`src/rtl/tracked_reg_pkg.sv`:
```
// tracked_reg_pkg
//   Shared constants and helpers for the tracked register array.
//   - DEFAULT_CNT_W : default width of the uninitialised-read counter
//   - MAX_NB        : largest byte count the byte-mask helper supports
//   - width_ok()    : legality check for the data width
//   - depth_ok()    : legality check for the entry count
//   - expand_be()   : turns a byte-enable vector into a bit mask
package tracked_reg_pkg;

   localparam int DEFAULT_CNT_W = 8;
   localparam int MAX_NB        = 32;

   // Data width must be a whole number of bytes and fit the mask helper.
   function automatic bit width_ok(input int w);
      return (w >= 8) && ((w % 8) == 0) && (w <= 8 * MAX_NB);
   endfunction

   // At least two entries so the address port is never zero bits wide.
   function automatic bit depth_ok(input int d);
      return d >= 2;
   endfunction

   // Each enable bit is replicated across its byte lane; callers truncate
   // the result to their own data width.
   function automatic logic [8*MAX_NB-1:0] expand_be(input logic [MAX_NB-1:0] be);
      logic [8*MAX_NB-1:0] mask;
      mask = '0;
      for (int i = 0; i < MAX_NB; i++) begin
         mask[8*i +: 8] = {8{be[i]}};
      end
      return mask;
   endfunction

endpackage

```
`src/rtl/sat_counter.sv`:
```
// sat_counter
//   Saturating up-counter with synchronous clear.
//   Ports:
//     clk   : clock, counts on rising edge
//     rst_n : asynchronous active-low reset, forces value to 0
//     inc   : add one this edge unless already all-ones
//     clr   : synchronous clear, wins over inc
//     value : current count
module sat_counter #(
   parameter int W = 8
) (
   input  logic         clk,
   input  logic         rst_n,
   input  logic         inc,
   input  logic         clr,
   output logic [W-1:0] value
);

   // Clear dominates increment; the count sticks once it reaches all-ones.
   always_ff @(posedge clk or negedge rst_n) begin
      if (!rst_n) begin
         value <= '0;
      end else if (clr) begin
         value <= '0;
      end else if (inc && (value != '1)) begin
         value <= value + 1'b1;
      end
   end

endmodule

```
`src/rtl/tracked_reg_array.sv`:
```
// tracked_reg_array
//   Bank of DEPTH registers of WIDTH bits with byte-enable writes, a
//   one-cycle registered read port and per-byte initialisation tracking.
//   Ports:
//     clk, rst_n     : clock and asynchronous active-low reset
//     clr            : clears all init flags and the counter, keeps data
//     wr_en/wr_addr/wr_data/wr_be : byte-enabled write port
//     rd_en/rd_addr  : read request
//     rd_valid       : read response valid, one cycle after rd_en
//     rd_data        : read data (0 for an out-of-range address)
//     rd_uninit      : some byte of the read entry was never written
//     tap_bits       : bit TAP_BIT of every entry, straight from storage
//     all_init       : every byte of every entry has been written
//     uninit_rd_cnt  : saturating count of reads flagged rd_uninit
module tracked_reg_array
   import tracked_reg_pkg::*;
#(
   parameter int WIDTH   = 8,
   parameter int DEPTH   = 4,
   parameter int TAP_BIT = 0,
   parameter int CNT_W   = DEFAULT_CNT_W
) (
   input  logic                     clk,
   input  logic                     rst_n,
   input  logic                     clr,
   input  logic                     wr_en,
   input  logic [$clog2(DEPTH)-1:0] wr_addr,
   input  logic [WIDTH-1:0]         wr_data,
   input  logic [WIDTH/8-1:0]       wr_be,
   input  logic                     rd_en,
   input  logic [$clog2(DEPTH)-1:0] rd_addr,
   output logic                     rd_valid,
   output logic [WIDTH-1:0]         rd_data,
   output logic                     rd_uninit,
   output logic [DEPTH-1:0]         tap_bits,
   output logic                     all_init,
   output logic [CNT_W-1:0]         uninit_rd_cnt
);

   localparam int NB = WIDTH / 8;
   localparam int AW = $clog2(DEPTH);

   if (!width_ok(WIDTH)) begin : g_bad_width
      $error("tracked_reg_array: WIDTH must be a positive multiple of 8");
   end
   if (!depth_ok(DEPTH)) begin : g_bad_depth
      $error("tracked_reg_array: DEPTH must be at least 2");
   end
   if ((TAP_BIT < 0) || (TAP_BIT >= WIDTH)) begin : g_bad_tap
      $error("tracked_reg_array: TAP_BIT must lie inside WIDTH");
   end
   if (CNT_W < 1) begin : g_bad_cnt
      $error("tracked_reg_array: CNT_W must be at least 1");
   end

   logic [WIDTH-1:0] mem    [DEPTH];
   logic [NB-1:0]    init_q [DEPTH];
   logic             wr_in_range;
   logic             rd_in_range;
   logic [WIDTH-1:0] wr_mask;
   logic [WIDTH-1:0] rd_data_next;
   logic             rd_uninit_next;

   // Addresses past DEPTH only exist when DEPTH is not a power of two.
   assign wr_in_range = (int'(wr_addr) < DEPTH);
   assign rd_in_range = (int'(rd_addr) < DEPTH);
   assign wr_mask     = WIDTH'(expand_be(MAX_NB'(wr_be)));

   // Read lookup uses the pre-edge contents, which gives read-first
   // behaviour when reading and writing the same entry together. An
   // out-of-range read reports zero data and counts as uninitialised.
   always_comb begin
      rd_data_next   = '0;
      rd_uninit_next = 1'b1;
      if (rd_in_range) begin
         rd_data_next   = mem[rd_addr];
         rd_uninit_next = ~&init_q[rd_addr];
      end
   end

   // Storage and init flags. A write sets flags for its enabled bytes on
   // top of a simultaneous clr, so freshly written bytes stay initialised.
   always_ff @(posedge clk or negedge rst_n) begin
      if (!rst_n) begin
         for (int e = 0; e < DEPTH; e++) begin
            mem[e]    <= '0;
            init_q[e] <= '0;
         end
      end else begin
         for (int e = 0; e < DEPTH; e++) begin
            if (wr_en && wr_in_range && (wr_addr == AW'(e))) begin
               mem[e]    <= (mem[e] & ~wr_mask) | (wr_data & wr_mask);
               init_q[e] <= (clr ? '0 : init_q[e]) | wr_be;
            end else if (clr) begin
               init_q[e] <= '0;
            end
         end
      end
   end

   // Read pipeline stage; data and flag hold when no read is issued.
   always_ff @(posedge clk or negedge rst_n) begin
      if (!rst_n) begin
         rd_valid  <= 1'b0;
         rd_data   <= '0;
         rd_uninit <= 1'b0;
      end else begin
         rd_valid <= rd_en;
         if (rd_en) begin
            rd_data   <= rd_data_next;
            rd_uninit <= rd_uninit_next;
         end
      end
   end

   // Counts on the same edge that registers a flagged read, so the new
   // count is visible alongside rd_valid.
   sat_counter #(
      .W (CNT_W)
   ) u_uninit_cnt (
      .clk   (clk),
      .rst_n (rst_n),
      .inc   (rd_en & rd_uninit_next),
      .clr   (clr),
      .value (uninit_rd_cnt)
   );

   // Continuous observation taps and the global initialised flag.
   always_comb begin
      tap_bits = '0;
      all_init = 1'b1;
      for (int i = 0; i < DEPTH; i++) begin
         tap_bits[i] = mem[i][TAP_BIT];
         all_init    = all_init & (&init_q[i]);
      end
   end

endmodule

```
`config.mk`:
```
export PLATFORM = sky130hd
export DESIGN_NAME = tracked_reg_array
export DESIGN_NICKNAME = d
export VERILOG_FILES = /design/src/rtl/tracked_reg_pkg.sv /design/src/rtl/sat_counter.sv /design/src/rtl/tracked_reg_array.sv
export SDC_FILE = /design/constraint.sdc
export NUM_CORES = 1
export LEC_CHECK = 0
export ABC_CLOCK_PERIOD_IN_PS = 3100
export CORE_MARGIN = 4
export CORE_UTILIZATION = 56
export DETAILED_ROUTE_END_ITERATION = 10
export GPL_TIMING_DRIVEN = 0
export PLACE_DENSITY = 0.87
export SYNTH_ARGS = -nofsm -noshare
export SYNTH_HDL_FRONTEND = slang
export SYNTH_SLANG_ARGS = --single-unit
```
`constraint.sdc`:
```
create_clock -name clk -period 3.1 [get_ports clk]
set_input_delay 0.31 -clock clk [delete_from_list [all_inputs] [get_ports clk]]
set_output_delay 0.31 -clock clk [all_outputs]
set_load 0.01 [all_outputs]
```
* Word level (Yosys, flattened, before mapping) *
Cells that the tools add are included.

storage, ports and cells
  flip-flop bits (word level) = 54
  input bits = 18
  output and inout port bits = 23

cells by class
  add/subtract/negate cells = 1
  magnitude comparators = 1
  equal/unequal tests = 4
  mux-type cells = 16
  bitwise gates (word level) = 19
  reduce and logical (&&, ||, !) cells = 8

operators with widths
  kind                                                       count
  bitwise AND 8 bit                                          5
  2-to-1 mux 8 bit                                           4
  OR 8 bit                                                   4
  binary-select mux 8 bit (select 2 bit)                     1
  2-to-1 mux 1 bit                                           10
  adder 8 x 1 -> 8 bit (second input constant)               1
  != test 8 bit (second input constant)                      1
  NOT 8 bit                                                  1
  logical AND 1 bit                                          5
  bitwise AND 1 bit                                          4
  == test 2 bit (second input constant)                      2
  OR 1 bit                                                   4
  greater-or-equal comparator 3 bit (second input constant)  1
  NOT 2 -> 3 bit                                             1
  binary-select mux 1 bit (select 2 bit)                     1
  == test 2 x 1 -> 1 bit (second input constant)             1
  logical NOT 2 bit                                          1
  nonzero test 2 bit                                         1
  logical NOT 1 bit                                          1

* Depth between registers and ports, before layout *
Gate-level depths: netlist of run 1.

  depth in word-level cells = 9
  gate-level depth with buffers = 6

* Hierarchy *
From an unflattened synthesis of run 1, not the netlist that was laid out.

unflattened totals
  cell total of the unflattened synthesis = 169
  area total of the unflattened synthesis = 2,468.6 µm²

modules (own cells, without submodules)
  module             instances  cells an instance  area an instance (µm²)
  tracked_reg_array  1          120                2,004.4
  sat_counter        1          49                 464.2

* Worst setup path after synthesis of run 1 *
OpenSTA, ideal clock, no wires.

  kind = input-to-reg
  start = input rd_addr[1]
  end = register u_uninit_cnt.value[0]
  setup time = 125 ps
  data arrival time = 1,497 ps
  setup slack = 1,479 ps
  stages on the path = 6
  buffers on the path = 2
  path through = buf_6 > mux2_4 > a2bb2oi_2 > buf_6 > nor2_1 > mux2_2

between the ends
  cells in the longest elaborated chain, start to end = 8

ends and longest elaborated chain
  item                                                  RTL line                  text
  start, declared                                       tracked_reg_array.sv:31   input logic [$clog2(DEPTH)-1:0] rd_addr,
  NOT 2 -> 3 bit (implied by the code)                  tracked_reg_array.sv:77   rd_uninit_next = ~&init_q[rd_addr];
  binary-select mux 1 bit (select 2 bit)                tracked_reg_array.sv:77
  2-to-1 mux 1 bit (implied by the code) (2 in series)  tracked_reg_array.sv:77
  logical NOT 1 bit                                     tracked_reg_array.sv:77
  bitwise AND 1 bit                                     tracked_reg_array.sv:123  .inc (rd_en & rd_uninit_next),
  logical AND 1 bit                                     sat_counter.sv:25         end else if (inc && (value != '1)) begin
  nonzero test 2 bit (no line)                          n/a
  end signal, assigned                                  sat_counter.sv:26         value <= value + 1'b1;
  end, declared                                         sat_counter.sv:16         output logic [W-1:0] value

No other way between the ends. The select of a mux whose other input is x is not followed.
A chain may end at the register's enable or synchronous reset.

* Final worst setup path of run 1 *
  start = input rd_en
  end = register u_uninit_cnt.value[5]

between the ends
  cells in the longest elaborated chain, start to end = 3

ends and longest elaborated chain
  item                          RTL line                  text
  start, declared               tracked_reg_array.sv:30   input logic rd_en,
  bitwise AND 1 bit             tracked_reg_array.sv:123
  logical AND 1 bit             sat_counter.sv:25
  nonzero test 2 bit (no line)  n/a

No other way between the ends.

==> results.md, run 1 <==
- Largest net degree at the start of global routing: 37
- Outcome: complete, no violations
- Total Wirelength: approximately 5300 um
- Netlist cell types: 29
- Final WS setup: ~1.1 ns
- Clk slew on worst S/H paths: roughly 0.10 ns
- Final hold viol count: 0
- Int Power: 1.28 mW
- DR vias: about 1600
- Hold slack: ~0.46 ns
- Comb pwr share: 0.237
- Initial antenna violation count: 0
- Antenna viol nets, final: 0
- CTS root buf: clkbuf_8
- Initial core utilization: 0.597
- CP Cell Sequence: clkdlybuf4s50_1, buf_2, nand2_1, a2bb2oi_2, nor4_1, mux2_2
- All-layer global routing usage: 0.215
- Crit path time final: about 2.0 ns
- Crit path max-delay cell type: clkdlybuf4s50_1
- Leak Pwr: between 1 and 1.5 nW
- Clock Power Share: 0.235
- Worst-Margin Slew: 0.877 ns
- Layout Skew: between 0.01 and 0.015 ns
- PD cells: ~570 nW/um2
- Antenna diode count: 0
- Tcrit/Tclk final: 0.645
- Layout fillers: roughly 270
- Arrival @ worst endpoint: 2.19 ns
- Worst setup EP type: flip-flop
- Hold crit path type: in -> reg
- Post-DP Area: about 3000 um2
- Post-Route Setup TNS: 0 ns
- Flop pwr share: 0.527
- Worst Path Required: approximately 3.3 ns
- Crit path max fanout: 10
- Max Slew Vio Count: 0
- Nets: roughly 240
- Reg area: between 1000 and 1500 um2
- RePlAce Congestion: 0.885
- Cell Rows: 23
- 1st-iter DRT viols: between 150 and 200
- Port Buffers: 38
- First-pass GRT wire length: between 8000 and 9000 um
- Fmax achieved: roughly 500 MHz
- Layout cell share with drive strength beyond 1: 0.298
- Die X-Extent: between 70 and 80 um
- CP Class: in -> reg
- Die Height: between 70 and 80 um
- Flops & latches, synth: 54
- DR pass1 iterations: 4
- CP max stage delay: roughly 0.50 ns
- P&R area growth vs syn: 22.9%
- Wire length per cell: 19.9 um
- Net Sw Frac: 0.257
- Hpwl dp: approximately 3800 um
- Final Cell Area: about 3000 um2
- Cells after synthesis: 170
- Slew HR: 0.412
- Critical path startpoint category: primary input
- Peak supply drop: ~0.34 mV
- Avg Cell Area, Syn: 14.4 um2
- Die area: between 5000 and 6000 um2
- CTS H-Tree Depth: 2
- Area of the multi-input gates: between 1000 and 1500 um2
- CTS Buf Count: 5
- RSZ-0062 raised after global routing: false
- Global route overflow: 0
- I/O Pins: 41
- Sw Pwr: 0.444 mW
- CP startpoint: rd_en
- Final setup viols: 0
- Register area share after synthesis: 0.550
- Post_cts resized: 0
- Max cap viols: 0
- Clock sinks: 54
- Vias in the first global route: 1731
- Synth Cell Area: 2450 um2
- R2r startpoint: u_uninit_cnt.value[0]$_DFFE_PN0P_
- Syn nets: around 190
- Hold path start: rd_addr[1]
- DR vias/cell: between 6 and 7
- Yosys warns: 0
- Area of the core: a little over 4000 um2
- Setup WS pre-CTS: 0.779 ns
- Clk_lat worst skew: 0.31 ns
- # DRC: 0
- TritonCTS clock tree: yes
- Clk buf depth: 2
worst max-delay path, delay by kind of cell:
family,cells,cell delay [ns]
buffers and inverters,2,0.80
multiplexers,1,0.38
AND/OR/NAND/NOR,2,0.49
AO/OA/AOI/OAI,1,0.21
metrics by stage:
| step | util | total power [mW] | instances |
|---|---|---|---|
| 2_1_floorplan | - | 1.13 | 170 |
| 3_3_place_gp | 0.704 | 1.30 | 258 |
| 3_5_place_dp | 0.708 | 1.34 | 259 |
| 4_1_cts | 0.733 | 1.74 | 268 |
| 5_1_grt | 0.733 | 1.82 | 268 |
| 6_report | 0.733 | 1.73 | 268 |
repair_timing:
item | in CTS | in global routing
buffers inserted | 0 | 0
hold buffers | 1 | 0
hold endpoints to repair | 18 | 0
cell usage after synthesis:
master | number | area [um2]
nor4_1 | 2 | 12.5
nand4_1 | 2 | 12.5
o21ai_0 | 5 | 25.0
mux2_4 | 1 | 15.0
nand2_1 | 8 | 30.0
buf_4 | 4 | 30.0
nand4b_1 | 1 | 8.76
or2_2 | 1 | 6.26
inv_1 | 7 | 26.3
clkbuf_1 | 1 | 3.75
a21oi_1 | 1 | 5.00
nor3_1 | 2 | 10.0
mux2i_1 | 2 | 20.0
a2bb2oi_2 | 1 | 15.0
o2111ai_1 | 1 | 8.76
o41ai_1 | 3 | 26.3
nand3_1 | 2 | 10.0
mux2_2 | 43 | 484
nor3_2 | 1 | 10.0
buf_6 | 2 | 22.5
o311ai_0 | 3 | 26.3
or3_1 | 1 | 6.26
buf_2 | 2 | 10.0
a21o_1 | 2 | 15.0
nor2b_1 | 3 | 18.8
mux4_1 | 8 | 210
ha_1 | 1 | 12.5
nor2_1 | 6 | 22.5
dfrtp_1 | 54 | 1350
area by class of cell:
type,count,share of cell area
Inverter,7,0.00871
Sequential cell,54,0.448
Multi-Input combinational cell,100,0.335
Clock inverter,2,0.00415
Tap cell,50,0.0207
Clock buffer,6,0.0274
Buffer,9,0.0220
Timing Repair Buffer,40,0.134
cell usage in the layout, fill, tap and decap left out, drive strengths merged, types with 2 or more instances in the layout:
cell type | netlist | routed
o41ai | 3 | 3
o311ai | 3 | 3
nand2 | 8 | 8
nand4 | 2 | 2
nor4 | 2 | 2
clkbuf | 1 | 7
a21o | 2 | 2
nand3 | 2 | 2
nor2b | 3 | 3
nor3 | 3 | 3
mux4 | 8 | 8
buf | 8 | 10
o21ai | 5 | 5
mux2i | 2 | 2
nor2 | 6 | 6
mux2 | 44 | 44
clkdlybuf4s50 | 0 | 37
inv | 7 | 7
dfrtp | 54 | 54
worst paths after layout:
| check | depth (start not counted) | slack [ns] | to |
|---|---|---|---|
| max | 6 | 1.10 | u_uninit_cnt.value[5]$_DFFE_PN0P_ |
| min | 3 | 0.46 | rd_data[0]$_DFFE_PN0P_ |
| max reg2reg | 5 | 1.25 | u_uninit_cnt.value[0]$_DFFE_PN0P_ |
| min reg2reg | 1 | 0.51 | flip-flop |
| max in group asynchronous | 3 | 2.09 | async pin |
| min in group asynchronous | 2 | 0.48 | async pin |
kinds of logic (layout without fill, tap and decap cells):
kind of cell / after synthesis / after routing / synth area share
flops: 54 / 54 / 0.550
buf+inv: 16 / 64 / 0.0377
simple gates: 29 / 29 / 0.0601
mux: 54 / 54 / 0.297
fa+ha+maj: 1 / 1 / 0.00510
compound gates: 16 / 16 / 0.0494
power by group through the flow:
stage	Clock, mW	Sequential (mW)	Combinational (mW)
finish	0.406	0.910	0.409
global route	0.451	0.924	0.440
CTS	0.412	0.911	0.415
detailed placement	0	0.925	0.412
global placement	0	0.907	0.390
floorplan	0	0.917	0.215
layer usage:
layer  vias to the layer above  wire [um]  GRT usage
li1                        726          -          -
met1                       837       2080      0.264
met2                        61       2930      0.374
met3                         9        278     0.0635
met4                         0         61     0.0553
met5                         -          0          0
Power figures use the tool's default switching activity.
==> run 2, diff against run 1 <==
- ABC_CLOCK_PERIOD_IN_PS: 3100 -> 1800
- CORE_UTILIZATION: 56 -> 47
- PLACE_DENSITY: 0.87 -> 0.79
- clock period: 3.1 -> 1.8 ns (I/O delays scaled with it)
==> run 2 against run 1 <==
Net effect:
- die area is 17% higher
- sequential power grew 70%
- clock power increased by 70%
- power rose by 70%
- count of clock-buffer cells in the layout rose by 1
- utilization is 13 points lower
- largest power group unchanged
- critical path depth grew 1
- global-route usage shrank 5.4 points
- register-to-register slack worse by 1.1 ns
- flip-flop and latch count stayed put
==> results.md, run 2 (synthesis results as in run 1) <==
- Die area: 6440 um2 (+17%)
- Clk_lat worst skew: 0.31 ns (about the same)
- DR vias: 1537 (-5.9%)
- Critical path startpoint category: primary input
- R2r startpoint: init_q[2]$_DFF_PN0_
- Hold crit path type: in -> async
- CP Cell Sequence: clkdlybuf4s50_1, clkbuf_4, nand2_1, a2bb2oi_2, buf_6, nor2_1, mux2_2
- Largest net degree at the start of global routing: 40 (+8.1%)
- CTS root buf: clkbuf_8
- WP buf/inv: 3 (+1)
- # DRC: 0 (unchanged)
- RSZ-0062 raised after global routing: false
- Max cap viols: 0 (unchanged)
- Reg2reg path depth: 5 (unchanged)
- Layout fillers: 411 (+54%)
- Most common cell after layout, fill and taps aside: dfrtp_1
- Final setup viols: 0 (unchanged)
- DR pass1 iterations: 5 (+1)
- Die Height: 80.3 um (+8.2%)
- CP max stage delay: 0.50 ns (about the same)
- PD cells: 960 nW/um2 (+68%)
- Placed insts: 279 (+7.7%)
- Final hold viol count: 0 (unchanged)
- Initial antenna violation count: 0 (unchanged)
- Most frequent cells in the layout: 54 x dfrtp_1, 43 x mux2_2, 36 x clkdlybuf4s50_1, 8 x nand2_1, 8 x mux4_1
- Crit path time final: approximately 1.7 ns
- Overall Power: 2.93 mW (+70%)
- Crit path max fanout: 10 (unchanged)
- Clk buf depth: 2 (unchanged)
- Antenna diode count: 0 (unchanged)
- TritonCTS clock tree: yes
- Tcrit/Tclk final: 0.953
- Clock sinks: 54 (unchanged)
- RePlAce Congestion: 0.847 (-4.3%)
- P&R area growth vs syn: 24.5%
- Layout cell share with drive strength beyond 1: 0.303 (+0.00459)
- Port Buffers: 38 (unchanged)
- Delay-heaviest family, CP: buffers and inverters
- CTS H-Tree Depth: 2 (unchanged)
- Clk slew on worst S/H paths: 0.10 ns (about the same)
- Fmax achieved: around 580 MHz
- Antenna viol nets, final: 0 (unchanged)
- DR vias/cell: 5.34 (-12%)
- First-pass GRT wire length: 7910 um (-9.3%)
- R2R setup slack: 0.14 ns (-1.11 ns)
- Slew HR: 0.428 (+0.0161)
- Post-DP Area: 2940 um2 (+0.86%)
- I/O Pins: 41 (unchanged)
- Leak Pwr: 1.33 nW (+1.6%)
- Layout Skew: 0.0120 ns (+0.00196 ns)
- Total Wirelength: 4610 um (-14%)
- Final Cell Area: 3060 um2 (+1.2%)
- Worst-Margin Slew: 0.853 ns (-0.0241 ns)
- All-layer global routing usage: 0.161 (-0.0539)
- Max Slew Vio Count: 0 (unchanged)
- 1st-iter DRT viols: 92 (-42%)
- Die X-Extent: 80.3 um (+8.2%)
- Cell Rows: 26 (+13%)
- Hpwl dp: 3190 um (-16%)
- Global route overflow: 0 (unchanged)
- Area of the core: 5070 um2 (+23%)
- Initial core utilization: 0.484 (-0.113)
- Outcome: complete, no violations
- Post-Route Setup TNS: 0 ns (unchanged)
- Nets: 236 (unchanged)
- Worst Path Required: 1.99 ns (-1.30 ns)
- Peak supply drop: 0.619 mV (+84%)
- Worst setup EP type: flip-flop
- CP Class: in -> reg
- Vias in the first global route: 1599 (-7.6%)
- Arrival @ worst endpoint: 1.91 ns (-0.28 ns)
- Wire length per cell: 16.0 um (-20%)
- Critical R2R Capture: u_uninit_cnt.value[0]$_DFFE_PN0P_
- Crit path max-delay cell type: clkdlybuf4s50_1
- CTS Buf Count: 5 (unchanged)
- Cell Count, Final, Fillers Out: 288 (+7.5%)
run 2: cell count changes in the layout (fill, tap and decap cells not counted):
cell / change
dlymetal6s2s_1: +1
nor3_1: -1
clkdlybuf4s50_1: -1
clkinvlp_4: -1
clkbuf_1: +1
nor4_2: +1
nor3_2: +1
nor4_1: -1
buf_2: -1
clkbuf_4: +1
run 2: how the worst max path moves through the flow:
stage	endpoint	slack, ns	depth (start not counted)	start
3_3_place_gp	rd_data[3]$_DFFE_PN0P_	-1.07	1	rst_n
4_1_cts	u_uninit_cnt.value[0]$_DFFE_PN0P_	0.03	7	rd_en
3_5_place_dp	u_uninit_cnt.value[0]$_DFFE_PN0P_	-0.30	7	rd_en
5_1_grt	u_uninit_cnt.value[0]$_DFFE_PN0P_	0.03	7	rd_en
2_1_floorplan	u_uninit_cnt.value[0]$_DFFE_PN0P_	0.23	5	u_uninit_cnt.value[0]$_DFFE_PN0P_
6_report	u_uninit_cnt.value[0]$_DFFE_PN0P_	0.09	7	rd_en
run 2: report_power, final:
part	internal [mW]	total, mW	switching [mW]
clock network	0.311	0.692	0.381
registers	1.44	1.55	0.112
logic	0.457	0.690	0.233
total	2.21	2.93	0.725
run 2: area by class of cell:
cell class	count	area [um2]	area share
multi-input cells	100	1020	0.335
well taps	70	87.6	0.0287
inverters	7	26.3	0.00860
clock buffers	7	86.3	0.0283
flip-flops and latches	54	1350	0.442
clock inverters	1	5.00	0.00164
plain buffers	9	68.8	0.0225
repair buffers	40	408	0.133
run 2: timing repair:
action                                 4_1_cts  5_1_grt
hold buffers                                 1        0
endpoints found under the hold margin       15        0
setup endpoints to repair                    0        7
resized for setup                            0        4
buffers inserted                             0        0
run 2: layer usage:
metal	global-route usage	part of all wire	vias up
met2	0.240	0.46	37
li1	-	-	725
met1	0.232	0.48	768
met3	0.0381	0.045	7
met4	0.0524	0.010	0
met5	0	0	-
run 2: worst reg2reg max path, stage by stage, from the launching register on:
cell	delay (ns)
dfrtp_1	0.41
mux2_4	0.28
a2bb2oi_2	0.16
buf_6	0.15
nor2_1	0.20
mux2_2	0.36
run 2: per-stage QoR:
stage | worst slack (ns) | hold slack, ns | utilization
global placement | -1.07 | 0.481 | 0.576
CTS | 0.0262 | 0.325 | 0.599
detailed placement | -0.296 | 0.130 | 0.579
floorplan | 0.227 | -0.116 | -
global route | 0.0264 | 0.344 | 0.602
finish | 0.0851 | 0.319 | 0.602
